--- src/rtl/rr_capture_sched_pkg.sv ---
// Shared types and helpers for the round-robin capture scheduler.
// The rotate-priority pick is written once here so rr_pick stays a thin wrapper.
package rr_capture_sched_pkg;

    typedef enum logic {
        IDLE = 1'b0,
        FULL = 1'b1
    } state_t;

    // Widest requester vector the pick helper handles (NUM_REQ is 2..16).
    localparam int MAX_REQ = 16;
    localparam int PICK_W  = $clog2(MAX_REQ);

    function automatic int ptr_width(input int n);
        return (n > 1) ? $clog2(n) : 1;
    endfunction

    // First set bit of req at or after ptr, wrapping modulo n; one-hot result.
    function automatic logic [MAX_REQ-1:0] rotate_pick(
        input logic [MAX_REQ-1:0] req,
        input int unsigned        ptr,
        input int unsigned        n
    );
        logic [MAX_REQ-1:0] pick;
        logic               found;
        int unsigned        idx;
        pick  = '0;
        found = 1'b0;
        for (int unsigned k = 0; k < MAX_REQ; k++) begin
            if (k < n) begin
                idx = ptr + k;
                if (idx >= n) idx = idx - n;
                if (!found && req[idx[PICK_W-1:0]]) begin
                    pick[idx[PICK_W-1:0]] = 1'b1;
                    found = 1'b1;
                end
            end
        end
        return pick;
    endfunction

endpackage

--- src/rtl/rr_capture_sched_rr_pick.sv ---
// Combinational rotate-priority encoder: one-hot grant plus binary winner index.
module rr_pick
    import rr_capture_sched_pkg::*;
#(
    parameter int NUM_REQ = 4,
    parameter int PTR_W   = ptr_width(NUM_REQ)
) (
    input  logic [NUM_REQ-1:0] req,
    input  logic [PTR_W-1:0]   ptr,
    output logic [NUM_REQ-1:0] gnt,
    output logic [PTR_W-1:0]   winner
);

    logic [MAX_REQ-1:0] pick;

    // NOTE: every always_comb output gets a default before any branch so no latch is inferred.
    always_comb begin
        pick   = rotate_pick(MAX_REQ'(req), 32'(ptr), NUM_REQ);
        gnt    = pick[NUM_REQ-1:0];
        winner = '0;
        for (int i = 0; i < NUM_REQ; i++) begin
            if (gnt[i]) winner = PTR_W'(i);
        end
    end

endmodule

--- src/rtl/rr_capture_sched.sv ---
// Round-robin scheduler sharing one registered capture stage between NUM_REQ requesters.
// Optional RR_CAPTURE_SCHED_LOCK_EN adds a `lock` input that pins priority on the last winner.
module rr_capture_sched
    import rr_capture_sched_pkg::*;
#(
    parameter int NUM_REQ = 4,
    parameter int WIDTH   = 8,
    parameter int PTR_W   = ptr_width(NUM_REQ)
) (
    input  logic                     clk,
    input  logic                     rst_n,
    input  logic [NUM_REQ-1:0]       req,
    input  logic [NUM_REQ*WIDTH-1:0] req_data,
`ifdef RR_CAPTURE_SCHED_LOCK_EN
    input  logic                     lock,
`endif
    output logic [NUM_REQ-1:0]       gnt,
    output logic [WIDTH-1:0]         out_data,
    output logic                     out_valid,
    input  logic                     out_ready,
    output logic [PTR_W-1:0]         gnt_idx
);

    state_t             state;
    logic [PTR_W-1:0]   ptr;
    logic [NUM_REQ-1:0] pick_gnt;
    logic [PTR_W-1:0]   win;
    logic [PTR_W-1:0]   adv_ptr;
    logic [PTR_W-1:0]   next_ptr;
    logic               free;
    logic               grant_any;
    logic               hold_ptr;

    rr_pick #(
        .NUM_REQ (NUM_REQ),
        .PTR_W   (PTR_W)
    ) u_pick (
        .req    (req),
        .ptr    (ptr),
        .gnt    (pick_gnt),
        .winner (win)
    );

`ifdef RR_CAPTURE_SCHED_LOCK_EN
    // Holding the pointer on the winner keeps it first in line; a grant with
    // lock low, or the winner dropping req, lets rotation resume.
    assign hold_ptr = lock;
`else
    assign hold_ptr = 1'b0;
`endif

    always_comb begin
        free      = (state == IDLE) || (out_valid && out_ready);
        grant_any = rst_n && free && (|req);
        gnt       = grant_any ? pick_gnt : '0;
        adv_ptr   = (win == PTR_W'(NUM_REQ - 1)) ? '0 : win + PTR_W'(1);
        next_ptr  = hold_ptr ? win : adv_ptr;
    end

    // NOTE: sequential state uses non-blocking assignments so every flop samples pre-edge values.
    always_ff @(posedge clk) begin
        if (!rst_n) begin
            state     <= IDLE;
            out_valid <= 1'b0;
            out_data  <= '0;
            gnt_idx   <= '0;
            ptr       <= '0;
        end else begin
            case (state)
                IDLE: begin
                    if (grant_any) begin
                        state     <= FULL;
                        out_valid <= 1'b1;
                        out_data  <= req_data[win*WIDTH +: WIDTH];
                        gnt_idx   <= win;
                        ptr       <= next_ptr;
                    end
                end
                FULL: begin
                    if (grant_any) begin
                        out_data  <= req_data[win*WIDTH +: WIDTH];
                        gnt_idx   <= win;
                        ptr       <= next_ptr;
                    end else if (out_ready) begin
                        state     <= IDLE;
                        out_valid <= 1'b0;
                    end
                end
                default: begin
                    state     <= IDLE;
                    out_valid <= 1'b0;
                end
            endcase
        end
    end

endmodule

--- config.mk ---
export PLATFORM = sky130hd
export DESIGN_NAME = rr_capture_sched
export DESIGN_NICKNAME = d
export VERILOG_FILES = /design/src/rtl/rr_capture_sched_pkg.sv /design/src/rtl/rr_capture_sched_rr_pick.sv /design/src/rtl/rr_capture_sched.sv
export SDC_FILE = /design/constraint.sdc
export NUM_CORES = 1
export LEC_CHECK = 0
export CAP_MARGIN = 20
export CORE_MARGIN = 3
export CORE_UTILIZATION = 43
export CTS_CLUSTER_SIZE = 10
export DETAILED_ROUTE_END_ITERATION = 8
export PLACE_DENSITY = 0.82
export SYNTH_ARGS = -nofsm -noshare
export SYNTH_HDL_FRONTEND = slang
export SYNTH_HIERARCHICAL = 1
export SYNTH_SLANG_ARGS = --single-unit
--- constraint.sdc ---
create_clock -name clk -period 4.5 [get_ports clk]
set_input_delay 0.45 -clock clk [delete_from_list [all_inputs] [get_ports clk]]
set_output_delay 0.45 -clock clk [all_outputs]
set_load 0.005 [all_outputs]
* Word-level counts from Yosys, hierarchy flattened
Cells that the tools add are included.
** Storage, ports and cells
- Output and inout port bits :: 15
- Register bits :: 14
- Input bits :: 39
** Cells by class
- Eq/ne operators :: 4
- Bitwise logic cells :: 4
- Mux-type cells :: 43
- Add/subtract/negate cells :: 8
- Magnitude comparators :: 12
- Reduce and logical (&&, ||, !) cells :: 16
- Shift-type cells :: 1
** Operators by type and width (count)
- >= comparator 32 x 3 -> 1 bit, second input constant :: 3
- two-way mux 4 bit :: 9
- indexed part select 32 x 6 -> 8 bit :: 1
- < comparator 4 x 5 -> 1 bit, second input constant :: 4
- two-way mux 1 bit :: 18
- binary-select mux 1 bit (select 4 bit) :: 4
- demux 1 bit (select 4 bit) :: 4
- >= comparator 4 x 1 -> 1 bit, second input constant :: 4
- bitwise OR 4 bit :: 3
- subtractor 4 x 3 -> 4 bit, second input constant :: 3
- logical AND 1 bit :: 10
- two-way mux 2 bit :: 5
- two-way mux 8 bit :: 1
- adder 2 x 2 -> 3 bit, second input constant :: 2
- != test 2 bit, second input constant :: 3
- one-hot mux 1 bit (2 select lines) :: 2
- OR reduction 4 bit :: 1
- subtractor 2 x 3 -> 4 bit, second input constant :: 1
- adder 2 x 1 -> 3 bit, second input constant :: 1
- >= comparator 2 x 3 -> 1 bit, second input constant :: 1
- zero test 1 bit :: 3
- AND reduction 3 bit :: 1
- adder 2 x 1 -> 2 bit, second input constant :: 1
- equality test 2 bit, second input constant :: 1
- 2 further kinds :: 2

* Depth between registers and ports, before layout
Gate-level depths: netlist of the first run.
- Word-level depth :: 20
- Depth in mapped cells :: 12

* Modules after synthesis
The synthesis of the first run kept the hierarchy.
** Modules (own cells, without submodules)
- rr_capture_sched :: area each 820.8 um^2, sequential area each 280.3 um^2, cells an instance 80, instances 1
- rr_pick :: area each 481.7 um^2, sequential area each 0.0 um^2, cells an instance 54, instances 1

* Worst setup path before layout of the first run
No wires, ideal clock.
- Kind :: reg-to-reg
- From :: register ptr[0]
- To :: register out_data[0]
- Stages on the path, launching flop included :: 11
- Path slack :: 1.116 ns
- Clock period less this slack :: 3.384 ns
- Setup time :: 0.114 ns
- Arrival :: 3.270 ns
- Data required time :: 4.386 ns
- Path through :: dfxtp_1 -> buf_4 -> inv_2 -> ha_1 -> mux4_2 -> nor4_4 -> a2bb2oi_1 -> o21ai_2 -> buf_2 -> mux4_2 -> a21o_1
** On the way
- Longest elaborated chain between the ends :: 19
- Elaborated cells on any way between the ends :: 64
** Ends and longest elaborated chain
- from (decl) :: RTL line rr_capture_sched.sv:25 : logic [PTR_W-1:0] ptr;
- from (signal assigned) :: RTL line rr_capture_sched.sv:76 : ptr <= next_ptr;
- from (signal assigned) :: RTL line rr_capture_sched.sv:83 : ptr <= next_ptr;
- branches (longest 13 deep; another with >= comparator 32 x 3 -> 1 bit)
- two-way mux 4 bit * :: RTL line rr_capture_sched_pkg.sv:33 : if (!found && req[idx[PICK_W-1:0]]) begin
- two-way mux 1 bit :: RTL line rr_capture_sched_rr_pick.sv:22 : if (gnt[i]) winner = PTR_W'(i);
- two-way mux 2 bit :: RTL line rr_capture_sched_rr_pick.sv:22
- two-way mux 2 bit * :: RTL line rr_capture_sched_rr_pick.sv:22
- via win[0] :: RTL line rr_capture_sched.sv:27 : logic [PTR_W-1:0] win;
- indexed part select 32 x 6 -> 8 bit * :: RTL line rr_capture_sched.sv:74, rr_capture_sched.sv:81
- two-way mux 8 bit * :: RTL line rr_capture_sched.sv:71, rr_capture_sched.sv:80
- to (signal assigned) :: RTL line rr_capture_sched.sv:74 : out_data <= req_data[win*WIDTH +: WIDTH];
- to (signal assigned) :: RTL line rr_capture_sched.sv:81 : out_data <= req_data[win*WIDTH +: WIDTH];
- to (decl) :: RTL line rr_capture_sched.sv:18 : output logic [WIDTH-1:0] out_data,
Mark *: on every way through the listed nets, which the timed path passes. The select of a mux whose other input is x is not followed.
A chain may end at the register's enable or synchronous reset.

* Final worst setup path of the first run
- From :: register ptr[1]
- To :: output gnt[2]
** On the way
- Longest elaborated chain between the ends :: 15
- Elaborated cells on any way between the ends :: 60
** Ends and longest elaborated chain
- branches (longest 13 deep; another with >= comparator 32 x 3 -> 1 bit)
- two-way mux 4 bit * :: RTL line rr_capture_sched_pkg.sv:33
- via pick_gnt[2] :: RTL line rr_capture_sched.sv:26 : logic [NUM_REQ-1:0] pick_gnt;
- two-way mux 4 bit * :: RTL line rr_capture_sched.sv:55 : gnt = grant_any ? pick_gnt : '0;
- to (decl) :: RTL line rr_capture_sched.sv:17 : output logic [NUM_REQ-1:0] gnt,
Marks and branches as above.

==> key figures, run 1 <==
Pwr
  – Flop pwr share: 19.8%
  – Cell internal pwr: 675.9 uW
  – Power density over the cells: 594.0 nW/um2
  – Net switching power: 439.6 uW
  – Clock network power share: 8.1%
  – Max rail drop VDD: 0.3633 mV
  – Switching share of total power: 39.41%
  – Total design power: 1.116 mW
  – Leakage component of the power: 0.7862 nW
  – Combinational group share of total power: 72.1%

CTS
  – Post-CTS clock slew at the launch and capture registers of the worst setup and hold paths: 90 ps
  – Depth of the CTS H-tree: 1
  – # hold bufs at CTS: 0
  – Buffer levels on the longest clock path: 2
  – Inserted Clock Buffers: 3
  – CTS tree: built
  – Clock Sink Count: 14
  – Later-pin clock latency in the skew report: 280 ps
  – Post-CTS Resized: 0
  – Clock root cell: clkbuf_4
  – Buffers inserted during post-CTS setup optimization: 0

Floorplan
  – Die extent in x: 61.04 um
  – Initial core utilization: 46.04%
  – Number of top-level design ports: 54
  – Area of the die: 3725 um2
  – Chip Height: 61.04 um
  – # rows: 19
  – Core ar.: 2829 um2

Drt
  – Post-route DRC violation count: 0
  – Total via count after detailed routing: 1288
  – DR vias/cell: 5.935
  – Drt wl/cell: 16.49 um
  – Routed wire length: 3579 um
  – Routed Antenna Nets: 0
  – First drt pass iteration count: 4
  – 1st-iter DRT viols: 61

Place
  – Number of port buffers: 53
  – Final weighted congestion in routability-driven placement: 0.8818
  – Estimated wirelength of the detail-placed design: 2853 um
  – Cell count after placement: 213
  – Post-Place Worst Slack: 718.3 ps

STA
  – Slew Viols, Final: 0
  – Worst hold slack: 455.5 ps
  – Total of endpoints with negative setup slack in the final report: 0
  – Minimum clock period: 3779 ps
  – Final clock period utilization by the worst path: 83.98%
  – Setup repair after global routing missed its margin: no
  – Sum Neg Setup Slack: 0 ps
  – Max Clock Freq: 264.6 MHz
  – Transition time at the pin with the least slew margin: 741.2 ps
  – Hold violation total from the final report: 0
  – Relative max-transition margin: 50.40%
  – PnR worst setup slack: 720.7 ps
  – Final setup skew: 3.552 ps

Yosys
  – Synth warn: 6
  – Number of standard cells after synthesis: 134
  – FF+latch count, synth: 14
  – Yosys cell types: 44
  – Fraction of the yosys area taken by sequential cells: 21.52%
  – Mapped Avg Cell Area: 9.720 um2
  – Post-Synth Adder-Cell Area: 8.646%
  – Cell area after synthesis: 1302 um2
  – Synthesized netlist net count: 182
  – Fraction of the mapped netlist area in compound gates: 24.30%
  – Post-synthesis share of cell area spent on xor and xnor gates: 0%
  – Mux share of post-synthesis cell area: 24.98%
  – Simple-Gate Fraction of Synth Area: 15.08%
  – Main combinational cell family by area after synthesis: multiplexers

Cells and area
  – Layout cell share with drive strength beyond 1: 15.59%
  – Inserted Diodes: 0
  – Commonest cells after routing, fill and taps aside: 53 x clkdlybuf4s50_1, 19 x nand2_1, 14 x dfxtp_1
  – Post-layout net count: 235
  – Final cell count without fillers: 217
  – Commonest non-fill, non-tap cell in the layout: clkdlybuf4s50_1
  – Area grow syn2layout: 44.19%

Worst setup path
  – Startpoint Class: flop
  – Top fanout value on the critical path: 10
  – CP arrival: 3330 ps
  – Type of the worst setup path: flop to output port
  – Category of the worst setup path capture point: output port
  – Req. time, crit path: 4050 ps

Global routing
  – Via count of the first global-routing pass: 1363
  – Wire length of the first global-routing pass: 6044 um
  – Sum of overflow across all layers after global routing: 0
  – Maximum number of pins on one net before global-route repair: 17
  – Antenna violations before repair: 0
  – GRT Total Usage: 21.55%

Status
  – Status: completed

Min path
  – Path category of the worst min-delay check: flop to flop

Job
  – Number of violations of the max-capacitance limit: 0
==> sequential cells by signal, summed over array words and instances (netlist names) <==
register   count
state          1
out_valid      1
out_data       8
ptr            2
gnt_idx        2
==> synthesized netlist by cell type (all sizes together) <==
cell type	instances	area share (%)
clkbuf	2	0.67
nand3b	1	0.58
nor2	2	0.58
a21o	8	4.6
a211oi	1	0.58
o22ai	4	1.9
mux4	11	19
nand2b	3	1.4
ha	9	8.6
or2b	1	0.58
a21bo	1	0.77
mux2	3	2.6
nand3	5	1.9
a22oi	2	1.2
nor4	2	2.1
and3	4	1.9
a21oi	11	5.1
dfxtp	14	22
o41a	1	0.86
nor2b	1	0.48
mux2i	4	3.1
nand2	19	5.5
a21boi	2	1.2
a221o	1	0.77
a211o	1	0.67
a221oi	1	1.2
o211a	1	0.77
a2bb2oi	1	0.67
o21ai	5	2.2
buf	6	3.4
inv	5	1.4
o41ai	1	1.2
a31o	1	0.67
==> final cells by class <==
type / count / area [um2]
Multi-Input combinational cell: 107 / 950.9
Fill cell: 218 / 950.9
Timing Repair Buffer: 56 / 553.0
Sequential cell: 14 / 280.3
Tap cell: 31 / 38.79
Clock buffer: 4 / 36.28
Inverter: 5 / 18.77
==> layer usage <==
layer  wire length [um]  global-route usage, %  up-vias
met3                283                  6.289        4
met4                 35                  5.573        0
met5                  0                      0        -
met1               1472                  26.27      622
li1                   -                      -      612
met2               1788                  37.16       50
==> power groups by stage <==
stage	clock, mW	sequential (mW)	combinational (mW)
final	0.0905	0.221	0.804
after global placement	0	0.218	0.784
after floorplan	0	0.228	0.548
after CTS	0.0928	0.221	0.810
after detailed placement	0	0.222	0.805
after global routing	0.0989	0.228	0.884
==> cell families (layout without fill, tap and decap cells) <==
family | Yosys count | count (layout)
buffers and inverters | 13 | 65
AO/OA/AOI/OAI | 42 | 42
flip-flops | 14 | 14
multiplexers | 18 | 18
AND/OR/NAND/NOR | 38 | 38
adder cells (fa/ha/maj) | 9 | 9
==> metrics by stage <==
stage,util [%],instance area [um2]
3_3_place_gp,65.10,1842
2_1_floorplan,-,1303
5_1_grt,66.39,1878
3_5_place_dp,65.10,1842
6_report,66.39,1878
4_1_cts,66.39,1878
==> critical path: stages (launching register included) <==
cell             delay [ps]
dfxtp_1                 570
inv_1                   170
ha_1                    440
mux4_2                  590
nor4_4                  380
a22oi_1                 180
inv_2                    80
and3_1                  140
clkdlybuf4s50_1         490
==> path summary, 6_finish.rpt <==
kind | from | cells after the start | slack [ps] | to
setup reg to reg | ptr[1] | 8 | 720 | out_data[1]
hold reg to reg | gnt_idx[0] | 2 | 460 | gnt_idx[0]
hold / removal | gnt_idx[0] | 2 | 460 | gnt_idx[0]
setup / recovery | ptr[1] | 8 | 720 | gnt[2]
No activity file was read; power rests on OpenSTA's default activity.
==> run 2: changes to the inputs <==
--- a/config.mk
+++ b/config.mk
@@ -7,10 +7,10 @@
 export LEC_CHECK = 0
 export CAP_MARGIN = 20
 export CORE_MARGIN = 3
-export CORE_UTILIZATION = 43
+export CORE_UTILIZATION = 39
 export CTS_CLUSTER_SIZE = 10
 export DETAILED_ROUTE_END_ITERATION = 8
-export PLACE_DENSITY = 0.82
+export PLACE_DENSITY = 0.79
 export SYNTH_ARGS = -nofsm -noshare
 export SYNTH_HDL_FRONTEND = slang
 export SYNTH_HIERARCHICAL = 1
==> constraint.sdc (replaced) <==
create_clock -name clk -period 3.1 [get_ports clk]
set_input_delay 0.31 -clock clk [delete_from_list [all_inputs] [get_ports clk]]
set_output_delay 0.31 -clock clk [all_outputs]
set_load 0.005 [all_outputs]
==> key figures, run 2 (synthesis results as in run 1) <==
Place
  – Placed instance area: 1953 um2
  – Estimated wirelength of the detail-placed design: 2816 um
  – Post-Place Worst Slack: -49.37 ps
  – Final weighted congestion in routability-driven placement: 0.9381
  – Cell count after placement: 235
  – Number of port buffers: 53

Global routing
  – Sum of overflow across all layers after global routing: 0
  – Maximum number of pins on one net before global-route repair: 17
  – Via count of the first global-routing pass: 1409
  – Antenna violations before repair: 0
  – GRT Total Usage: 18.98%
  – Wire length of the first global-routing pass: 6189 um

Floorplan
  – Area of the die: 4069 um2
  – Initial core utilization: 41.64%
  – Core ar.: 3128 um2
  – Number of top-level design ports: 54
  – Chip Height: 63.79 um
  – # rows: 20
  – Die extent in x: 63.79 um

STA
  – Hold violation total from the final report: 0
  – Relative max-transition margin: 51.97%
  – PnR worst setup slack: 126.0 ps
  – Transition time at the pin with the least slew margin: 717.8 ps
  – Total of endpoints with negative setup slack in the final report: 0
  – Setup repair after global routing missed its margin: no
  – Final setup skew: 8.074 ps
  – Slew Viols, Final: 0
  – Sum Neg Setup Slack: 0 ps
  – Worst hold slack: 450.2 ps
  – Minimum clock period: 2974 ps
  – Max Clock Freq: 336.3 MHz
  – Final clock period utilization by the worst path: 95.93%

Cells and area
  – Most flop-heavy register: out_data
  – Post-layout net count: 248
  – Fill cell instance count of the final layout: 235
  – Top flop regs: out_data (8), gnt_idx (2), ptr (2)
  – Inserted Diodes: 0
  – Commonest cells after routing, fill and taps aside: 50 x clkdlybuf4s50_1, 19 x nand2_1, 15 x buf_4
  – Largest register FFs: 8
  – Layout Utilization: 65.20%
  – Area grow syn2layout: 56.58%
  – Commonest non-fill, non-tap cell in the layout: clkdlybuf4s50_1
  – Final cell count without fillers: 243
  – Post-layout instance area: 2039 um2
  – Layout cell share with drive strength beyond 1: 25.13%

Drt
  – DR vias/cell: 5.531
  – Drt wl/cell: 14.74 um
  – Routed Antenna Nets: 0
  – Routed wire length: 3581 um
  – Total via count after detailed routing: 1344
  – First drt pass iteration count: 4
  – 1st-iter DRT viols: 111
  – Post-route DRC violation count: 0

Min path
  – Hold Path Cell Cnt: 2
  – Path category of the worst min-delay check: flop to flop

Worst setup path
  – Type of the worst setup path: flop to output port
  – Req. time, crit path: 2790 ps
  – Register-to-Register Path Depth: 12
  – Top fanout value on the critical path: 5
  – Category of the worst setup path capture point: output port
  – CP arrival: 2660 ps
  – Startpoint Class: flop

Pwr
  – Leakage component of the power: 0.8825 nW
  – Total design power: 1.792 mW
  – Max rail drop VDD: 0.5348 mV
  – Power density over the cells: 878.7 nW/um2

CTS
  – Clock root cell: clkbuf_4
  – # hold bufs at CTS: 0
  – Inserted Clock Buffers: 3
  – Buffer levels on the longest clock path: 2
  – Later-pin clock latency in the skew report: 290 ps
  – Depth of the CTS H-tree: 1
  – CTS tree: built
  – Post-CTS clock slew at the launch and capture registers of the worst setup and hold paths: 90 ps
  – Clock Sink Count: 14

Status
  – Status: completed

Job
  – Number of violations of the max-capacitance limit: 0
run 2: cell count changes in the layout (fill, tap and decap cells not counted), moves of 2 or more:
cell,delta
dlygate4sd2_1,+2
buf_4,+12
clkdlybuf4s50_1,-3
dfxtp_2,+2
dfxtp_1,-2
run 2: path summary, 6_finish.rpt:
path                                 start          end  slack [ps]
worst max-delay path                ptr[0]       gnt[1]         130
worst min-delay path            gnt_idx[0]   gnt_idx[0]         450
worst max register to register      ptr[0]  out_data[4]         150
worst min register to register  gnt_idx[0]   gnt_idx[0]         450
run 2: routing by layer:
metal	part of all wire [%]	vias up	global-route usage [%]
met5	0	-	0
met4	2.0	0	9.434
met3	8.7	11	5.448
met2	50	70	34.06
met1	39	622	20.00
li1	-	641	-
run 2: final cells by class:
cell class,count,area [um2],area share [%]
flip-flops and latches,14,282.8,13.86
multi-input cells,107,983.4,48.22
inverters,5,18.77,0.9202
clock buffers,4,36.28,1.779
well taps,44,55.05,2.699
repair buffers,69,663.1,32.52
run 2: critical path, stage by stage, from the launching register on:
cell	delay [ps]
dfxtp_2	330
inv_2	110
ha_4	220
buf_4	150
mux2i_2	170
mux2_2	320
a211oi_2	230
a2bb2oi_2	210
inv_1	50
and3_1	130
clkdlybuf4s50_1	440
run 2: where the power goes:
part | internal [mW] | leakage (nW) | switching (mW)
Sequential | 0.266 | 0.117 | 0.0468
Clock | 0.0715 | 0.0210 | 0.0616
Combinational | 0.769 | 0.745 | 0.577
Total | 1.11 | 0.882 | 0.685
run 2: timing repair:
action | 4_1_cts | 5_1_grt
pin swaps | 4 | 1
setup endpoints to repair | 4 | 2
hold endpoints to repair | 0 | 0
setup buffers | 3 | 1
resized for setup | 5 | 3
